<file path="src/rtl/libalu.sv">
// Shared ALU/muldiv encodings and types for the EX-stage arithmetic units.
package libalu;

  localparam int XLEN  = 32;
  localparam int CNT_W = 5;

  // RV32M funct3 encodings for the divide group.
  localparam logic [2:0] F3_DIV  = 3'b100;
  localparam logic [2:0] F3_DIVU = 3'b101;
  localparam logic [2:0] F3_REM  = 3'b110;
  localparam logic [2:0] F3_REMU = 3'b111;

  typedef enum logic [1:0] {
    IDLE = 2'd0,
    CALC = 2'd1,
    DONE = 2'd2
  } div_state_e;

  function automatic logic [XLEN-1:0] neg_if(input logic [XLEN-1:0] v, input logic c);
    return c ? (~v + 1'b1) : v;
  endfunction

endpackage

</file>
<file path="src/rtl/div_step.sv">
// One restoring radix-2 iteration: shift in the next dividend bit, try the subtract, keep or restore.
module div_step
  import libalu::*;
(
  input  logic [XLEN-1:0] rem_i,
  input  logic [XLEN-1:0] quo_i,
  input  logic [XLEN-1:0] div_i,
  output logic [XLEN-1:0] rem_next_o,
  output logic [XLEN-1:0] quo_next_o
);

  logic [XLEN:0] shifted;
  logic [XLEN:0] diff;

  always_comb begin
    shifted = {rem_i, quo_i[XLEN-1]};
    diff    = shifted - {1'b0, div_i};
    // A borrow out of bit XLEN means the divisor did not fit; keep the shifted value.
    if (!diff[XLEN]) begin
      rem_next_o = diff[XLEN-1:0];
      quo_next_o = {quo_i[XLEN-2:0], 1'b1};
    end else begin
      rem_next_o = shifted[XLEN-1:0];
      quo_next_o = {quo_i[XLEN-2:0], 1'b0};
    end
  end

endmodule

</file>
<file path="src/rtl/divider_iter.sv">
// Iterative restoring divider for DIV/DIVU/REM/REMU.
// Handshake: div_en_i is a level held for the whole operation (low aborts); div_finish_o pulses one cycle with the result valid.
module divider_iter
  import libalu::*;
(
  input  logic            clk,
  input  logic            rst,
  input  logic            div_en_i,
  input  logic [2:0]      funct3_32,
  input  logic [XLEN-1:0] muldiv_a_i,
  input  logic [XLEN-1:0] muldiv_b_i,
  output logic            div_finish_o,
  output logic            div_busy_o,
  output logic [XLEN-1:0] muldiv_result_o
);

  div_state_e       state_q, state_d;
  logic [CNT_W-1:0] cnt_q, cnt_d;
  logic [XLEN-1:0]  rem_q, rem_d;
  logic [XLEN-1:0]  quo_q, quo_d;
  logic [XLEN-1:0]  dvs_q, dvs_d;
  logic [XLEN-1:0]  result_q, result_d;
  logic             is_rem_q, is_rem_d;
  logic             sign_a_q, sign_a_d;
  logic             sign_b_q, sign_b_d;

  logic             op_signed, op_rem;
  logic [XLEN-1:0]  step_rem, step_quo;

  div_step u_step (
    .rem_i      (rem_q),
    .quo_i      (quo_q),
    .div_i      (dvs_q),
    .rem_next_o (step_rem),
    .quo_next_o (step_quo)
  );

  always_comb begin
    op_signed = (funct3_32 == F3_DIV) || (funct3_32 == F3_REM);
    op_rem    = (funct3_32 == F3_REM) || (funct3_32 == F3_REMU);

    state_d  = state_q;
    cnt_d    = cnt_q;
    rem_d    = rem_q;
    quo_d    = quo_q;
    dvs_d    = dvs_q;
    result_d = result_q;
    is_rem_d = is_rem_q;
    sign_a_d = sign_a_q;
    sign_b_d = sign_b_q;

    case (state_q)
      IDLE: begin
        if (div_en_i) begin
          is_rem_d = op_rem;
          sign_a_d = op_signed & muldiv_a_i[XLEN-1];
          sign_b_d = op_signed & muldiv_b_i[XLEN-1];
          rem_d    = '0;
          quo_d    = neg_if(muldiv_a_i, sign_a_d);
          dvs_d    = neg_if(muldiv_b_i, sign_b_d);
          cnt_d    = CNT_W'(XLEN - 1);
          if (muldiv_b_i == '0) begin
            result_d = op_rem ? muldiv_a_i : '1;
            state_d  = DONE;
          end else if (op_signed && (muldiv_a_i == 32'h8000_0000) && (muldiv_b_i == '1)) begin
            result_d = op_rem ? '0 : 32'h8000_0000;
            state_d  = DONE;
          end else begin
            state_d = CALC;
          end
        end
      end
      CALC: begin
        if (!div_en_i) begin
          state_d = IDLE;
        end else begin
          rem_d = step_rem;
          quo_d = step_quo;
          cnt_d = cnt_q - CNT_W'(1);
          if (cnt_q == '0) begin
            result_d = is_rem_q ? neg_if(step_rem, sign_a_q)
                                : neg_if(step_quo, sign_a_q ^ sign_b_q);
            state_d  = DONE;
          end
        end
      end
      DONE:    state_d = IDLE;
      default: state_d = IDLE;
    endcase
  end

  always_ff @(posedge clk) begin
    if (rst) begin
      state_q  <= IDLE;
      cnt_q    <= '0;
      rem_q    <= '0;
      quo_q    <= '0;
      dvs_q    <= '0;
      result_q <= '0;
      is_rem_q <= 1'b0;
      sign_a_q <= 1'b0;
      sign_b_q <= 1'b0;
    end else begin
      state_q  <= state_d;
      cnt_q    <= cnt_d;
      rem_q    <= rem_d;
      quo_q    <= quo_d;
      dvs_q    <= dvs_d;
      result_q <= result_d;
      is_rem_q <= is_rem_d;
      sign_a_q <= sign_a_d;
      sign_b_q <= sign_b_d;
    end
  end

  assign div_finish_o    = (state_q == DONE);
  assign div_busy_o      = (state_q != IDLE);
  assign muldiv_result_o = result_q;

endmodule
</file>
<file path="config.mk">
export PLATFORM = sky130hd
export DESIGN_NAME = divider_iter
export DESIGN_NICKNAME = d
export VERILOG_FILES = /design/src/rtl/libalu.sv /design/src/rtl/div_step.sv /design/src/rtl/divider_iter.sv
export SDC_FILE = /design/constraint.sdc
export NUM_CORES = 1
export LEC_CHECK = 0
export CORE_MARGIN = 8
export CORE_UTILIZATION = 65
export CTS_BUF_LIST = sky130_fd_sc_hd__clkbuf_8
export DETAILED_ROUTE_END_ITERATION = 8
export PLACE_DENSITY = 0.95
export SYNTH_ARGS = -nofsm -noshare
export SYNTH_HDL_FRONTEND = slang
export SYNTH_SLANG_ARGS = --single-unit
</file>
<file path="constraint.sdc">
create_clock -name clk -period 14.08 [get_ports clk]
set_input_delay 2.816 -clock clk [delete_from_list [all_inputs] [get_ports clk]]
set_output_delay 2.816 -clock clk [all_outputs]
set_load 0.1 [all_outputs]
</file>
==> reports/metrics.csv <==
stage,metric,value,unit
status,status,"finished, final reports clean",
clock_tree,post_cts_resized,0,
logic_synthesis,avgSynthCellArea,7.17,um^2
clock_tree,holdBufCountCts,0,
logic_synthesis,synthArstFlopShare,0,%
detailed_routing,drc,0,
sta,final_max_slew_viol_count,0,
logic_synthesis,synth.top_cell.area_share,24.3,%
critical_path,r2r_cells,21,
critical_path,path_class,register to register,
global_route,grt_max_degree,81,
sta,period_share,45.8,%
cells_and_area,antennaDiodeCount,0,
detailed_routing,drt_first_iter_violations,1759,
critical_path,worstSetupEndpointType,register,
clock_tree,cts_sinks,138,
run,cap_violations,0,
clock_tree,clock_latency,460,ps
logic_synthesis,synthCells,1588,
detailed_routing,drt_wl_total,37800,um
cells_and_area,fin_area,12900,um^2
global_route,grt_pass1_wl,60800,um
critical_path,r2r_setup_slack,7630,ps
detailed_routing,via_per_inst,6.91,
power,peakVddDrop,84.8,uV
cells_and_area,fin_nets,1733,
logic_synthesis,synth_cell_types,74,
sta,worst_pin_slew,1150,ps
logic_synthesis,synth-edff-count,0,
critical_path,critPathRequiredTime,14400,ps
floorplanning,die_h,148,um
critical_path,cp-start-kind,register,
place,port_buffers,103,
detailed_routing,ant_nets,0,
worst_hold_path,hold_path_depth,2,
logic_synthesis,ys_seq_elements,138,
logic_synthesis,yosysTopAreaCell,dfxtp_1,
sta,fmax,0.155,GHz
global_route,first_global_vias,12000,
clock_tree,cts_root_buf,clkbuf_8,
critical_path,crit_arrival,6770,ps
clock_tree,clk_path_buf_depth,2,
place,routabilityCongestion,0.954,
place,placed_area,12400,um^2
sta,setup_viol,0,
logic_synthesis,syn_area,11400,um^2
worst_hold_path,hold_path_class,register to register,
global_route,grt-ovfl-total,0,
logic_synthesis,synth-warning-count,0,
sta,rsz0062_at_grt,no,
logic_synthesis,synth_area_leaders,"dfxtp_1 24%, a21oi_1 6.7%, nor2_1 6.2%",
floorplanning,io_pins,104,
sta,skew,14.7,ps
logic_synthesis,yosysMostFrequentCell,nor2_1,
critical_path,r2r_start,quo_q[31],
sta,setup_tns,0,ps
detailed_routing,post_drt_wl_per_cell,20.3,um
floorplanning,rows,48,
worst_hold_path,holdPathEnd,dvs_q[31],
critical_path,r2r-end,muldiv_result_o[28],
place,dp_hpwl,27300,um
logic_synthesis,syn_nets,1698,
sta,slew_headroom,23.6,%
logic_synthesis,synth_common_cells,"189 x nor2_1, 152 x a21oi_1, 142 x nand2_1",
floorplanning,initial_core_util,66.1,%
power,power.density,87.1,nW/um^2
sta,hold_viol,0,
detailed_routing,drt_first_pass_iters,7,
worst_hold_path,worstHoldStart,dvs_q[31],
floorplanning,die_x,148,um
power,p_leak,4.63,nW
detailed_routing,via_count,12900,
floorplanning,core-area,17200,um^2
sta,min_period,6450,ps
clock_tree,cts_tree,built,
cells_and_area,syn2layout_area_growth,13.2,%
clock_tree,cts_setup_buffers,0,
clock_tree,clk_pin_slew,80,ps
critical_path,cp_max_fo,53,
global_route,track_usage,33.5,%
logic_synthesis,yosysSeqAreaShare,24.3,%
clock_tree,numCtsBuffers,17,
floorplanning,die_area,22000,um^2
global_route,antenna_found_initial,0,
cells_and_area,drive_gt1_share,4.65,%
clock_tree,h-tree-depth,4,
logic_synthesis,synth_flop_cell,dfxtp_1,
-- cells by family after synthesis --
family          share of synthesized area [%]
fa+ha+maj                                4.46
mux                                      2.35
simple gates                             22.9
flops                                    24.3
xor+xnor                                 9.92
compound gates                           29.9
buf+inv                                  6.14
-- power breakdown --
group | leakage (nW) | switching [mW] | internal (mW)
Clock | 0.227 | 0.171 | 0.210
Combinational | 3.27 | 0.202 | 0.106
Sequential | 1.13 | 0.0222 | 0.411
Total | 4.63 | 0.395 | 0.727
-- worst max-delay path: stages (launching register included) --
cell and delay [ps]:
dfxtp_1 350, inv_1 100, ha_1 190, inv_1 60
fa_1 450, a211oi_2 370, nor3_1 130, o2111ai_1 410
a21oi_1 200, o21a_1 480, nor2_4 190, buf_4 430
inv_2 490, a21oi_1 330, ha_1 260, o211ai_1 130
nor4_1 470, nand3_1 210, a2111oi_4 480, a31oi_1 190
xor2_1 260, o21ai_0 110
-- placed cells by master (no fill, tap or decap), drive strengths merged, types with 7 or more instances in the layout --
master / netlist / layout
a211o: 7 / 7
a211oi: 44 / 44
a21o: 15 / 15
a21oi: 154 / 154
a221oi: 20 / 20
a22oi: 16 / 16
a311oi: 14 / 14
a31oi: 13 / 13
and2: 13 / 13
and3: 11 / 11
buf: 23 / 16
clkbuf: 79 / 20
clkdlybuf4s50: 0 / 102
dfxtp: 138 / 138
ha: 39 / 39
inv: 79 / 81
mux2i: 20 / 20
nand2: 142 / 142
nand2b: 11 / 11
nand3: 30 / 30
nand4: 16 / 16
nor2: 190 / 190
nor2b: 19 / 19
nor3: 47 / 47
nor4: 22 / 22
o211ai: 19 / 19
o21ai: 124 / 124
o221ai: 14 / 14
o31ai: 23 / 23
o41ai: 13 / 13
or3: 14 / 14
or4: 9 / 9
xnor2: 76 / 76
xor2: 53 / 53
-- per-stage QoR --
stage                     std cells  setup slack [ps]  util (%)  hold slack, ps  power (mW)
after floorplan                1588              8440         -             432       0.645
after global placement         1829              7620      72.1             442       0.730
after detailed placement       1829              7380      72.1             459       0.738
after CTS                      1861              7830      74.8             470        1.11
after global routing           1861              7210      74.8             491        1.16
final                          1861              7630      74.8             471        1.12
-- per-layer routing --
metal	GRT usage [%]	wire length (um)	part of all wire (%)	vias up
met5	0	0	0	-
met3	6.84	4400	12	193
met2	53.0	16700	44	952
li1	-	-	-	5850
met4	17.6	2020	5.3	0
met1	42.4	14800	39	5868
-- final cells by class --
| type | instances | area (um^2) |
|---|---|---|
| clock buffers | 20 | 275 |
| well taps | 225 | 282 |
| multi-input cells | 1269 | 7940 |
| repair buffers | 118 | 1140 |
| inverters | 79 | 297 |
| fillers | 1269 | 4350 |
| clock inverters | 12 | 186 |
| flip-flops and latches | 138 | 2760 |
-- worst max-delay path by stage --
| stage | slack, ps | depth (start not counted) | to | start |
|---|---|---|---|---|
| finish | 7630 | 21 | muldiv_result_o[28] | quo_q[31] |
| global route | 7210 | 21 | muldiv_result_o[16] | quo_q[31] |
| CTS | 7830 | 12 | muldiv_result_o[17] | muldiv_b_i[13] |
| detailed placement | 7380 | 12 | muldiv_result_o[17] | muldiv_b_i[13] |
| global placement | 7620 | 11 | muldiv_result_o[25] | muldiv_b_i[13] |
| floorplan | 8440 | 11 | muldiv_result_o[30] | muldiv_b_i[13] |
-- sequential cells by signal, indices dropped and copies added, names as in the netlist --
| register | count |
|---|---|
| quo_q | 32 |
| cnt_q | 5 |
| is_rem_q | 1 |
| sign_a_q | 1 |
| muldiv_result_o | 32 |
| dvs_q | 32 |
| rem_q | 32 |
| state_q | 2 |
| sign_b_q | 1 |
(Power assumes the default switching activity.)
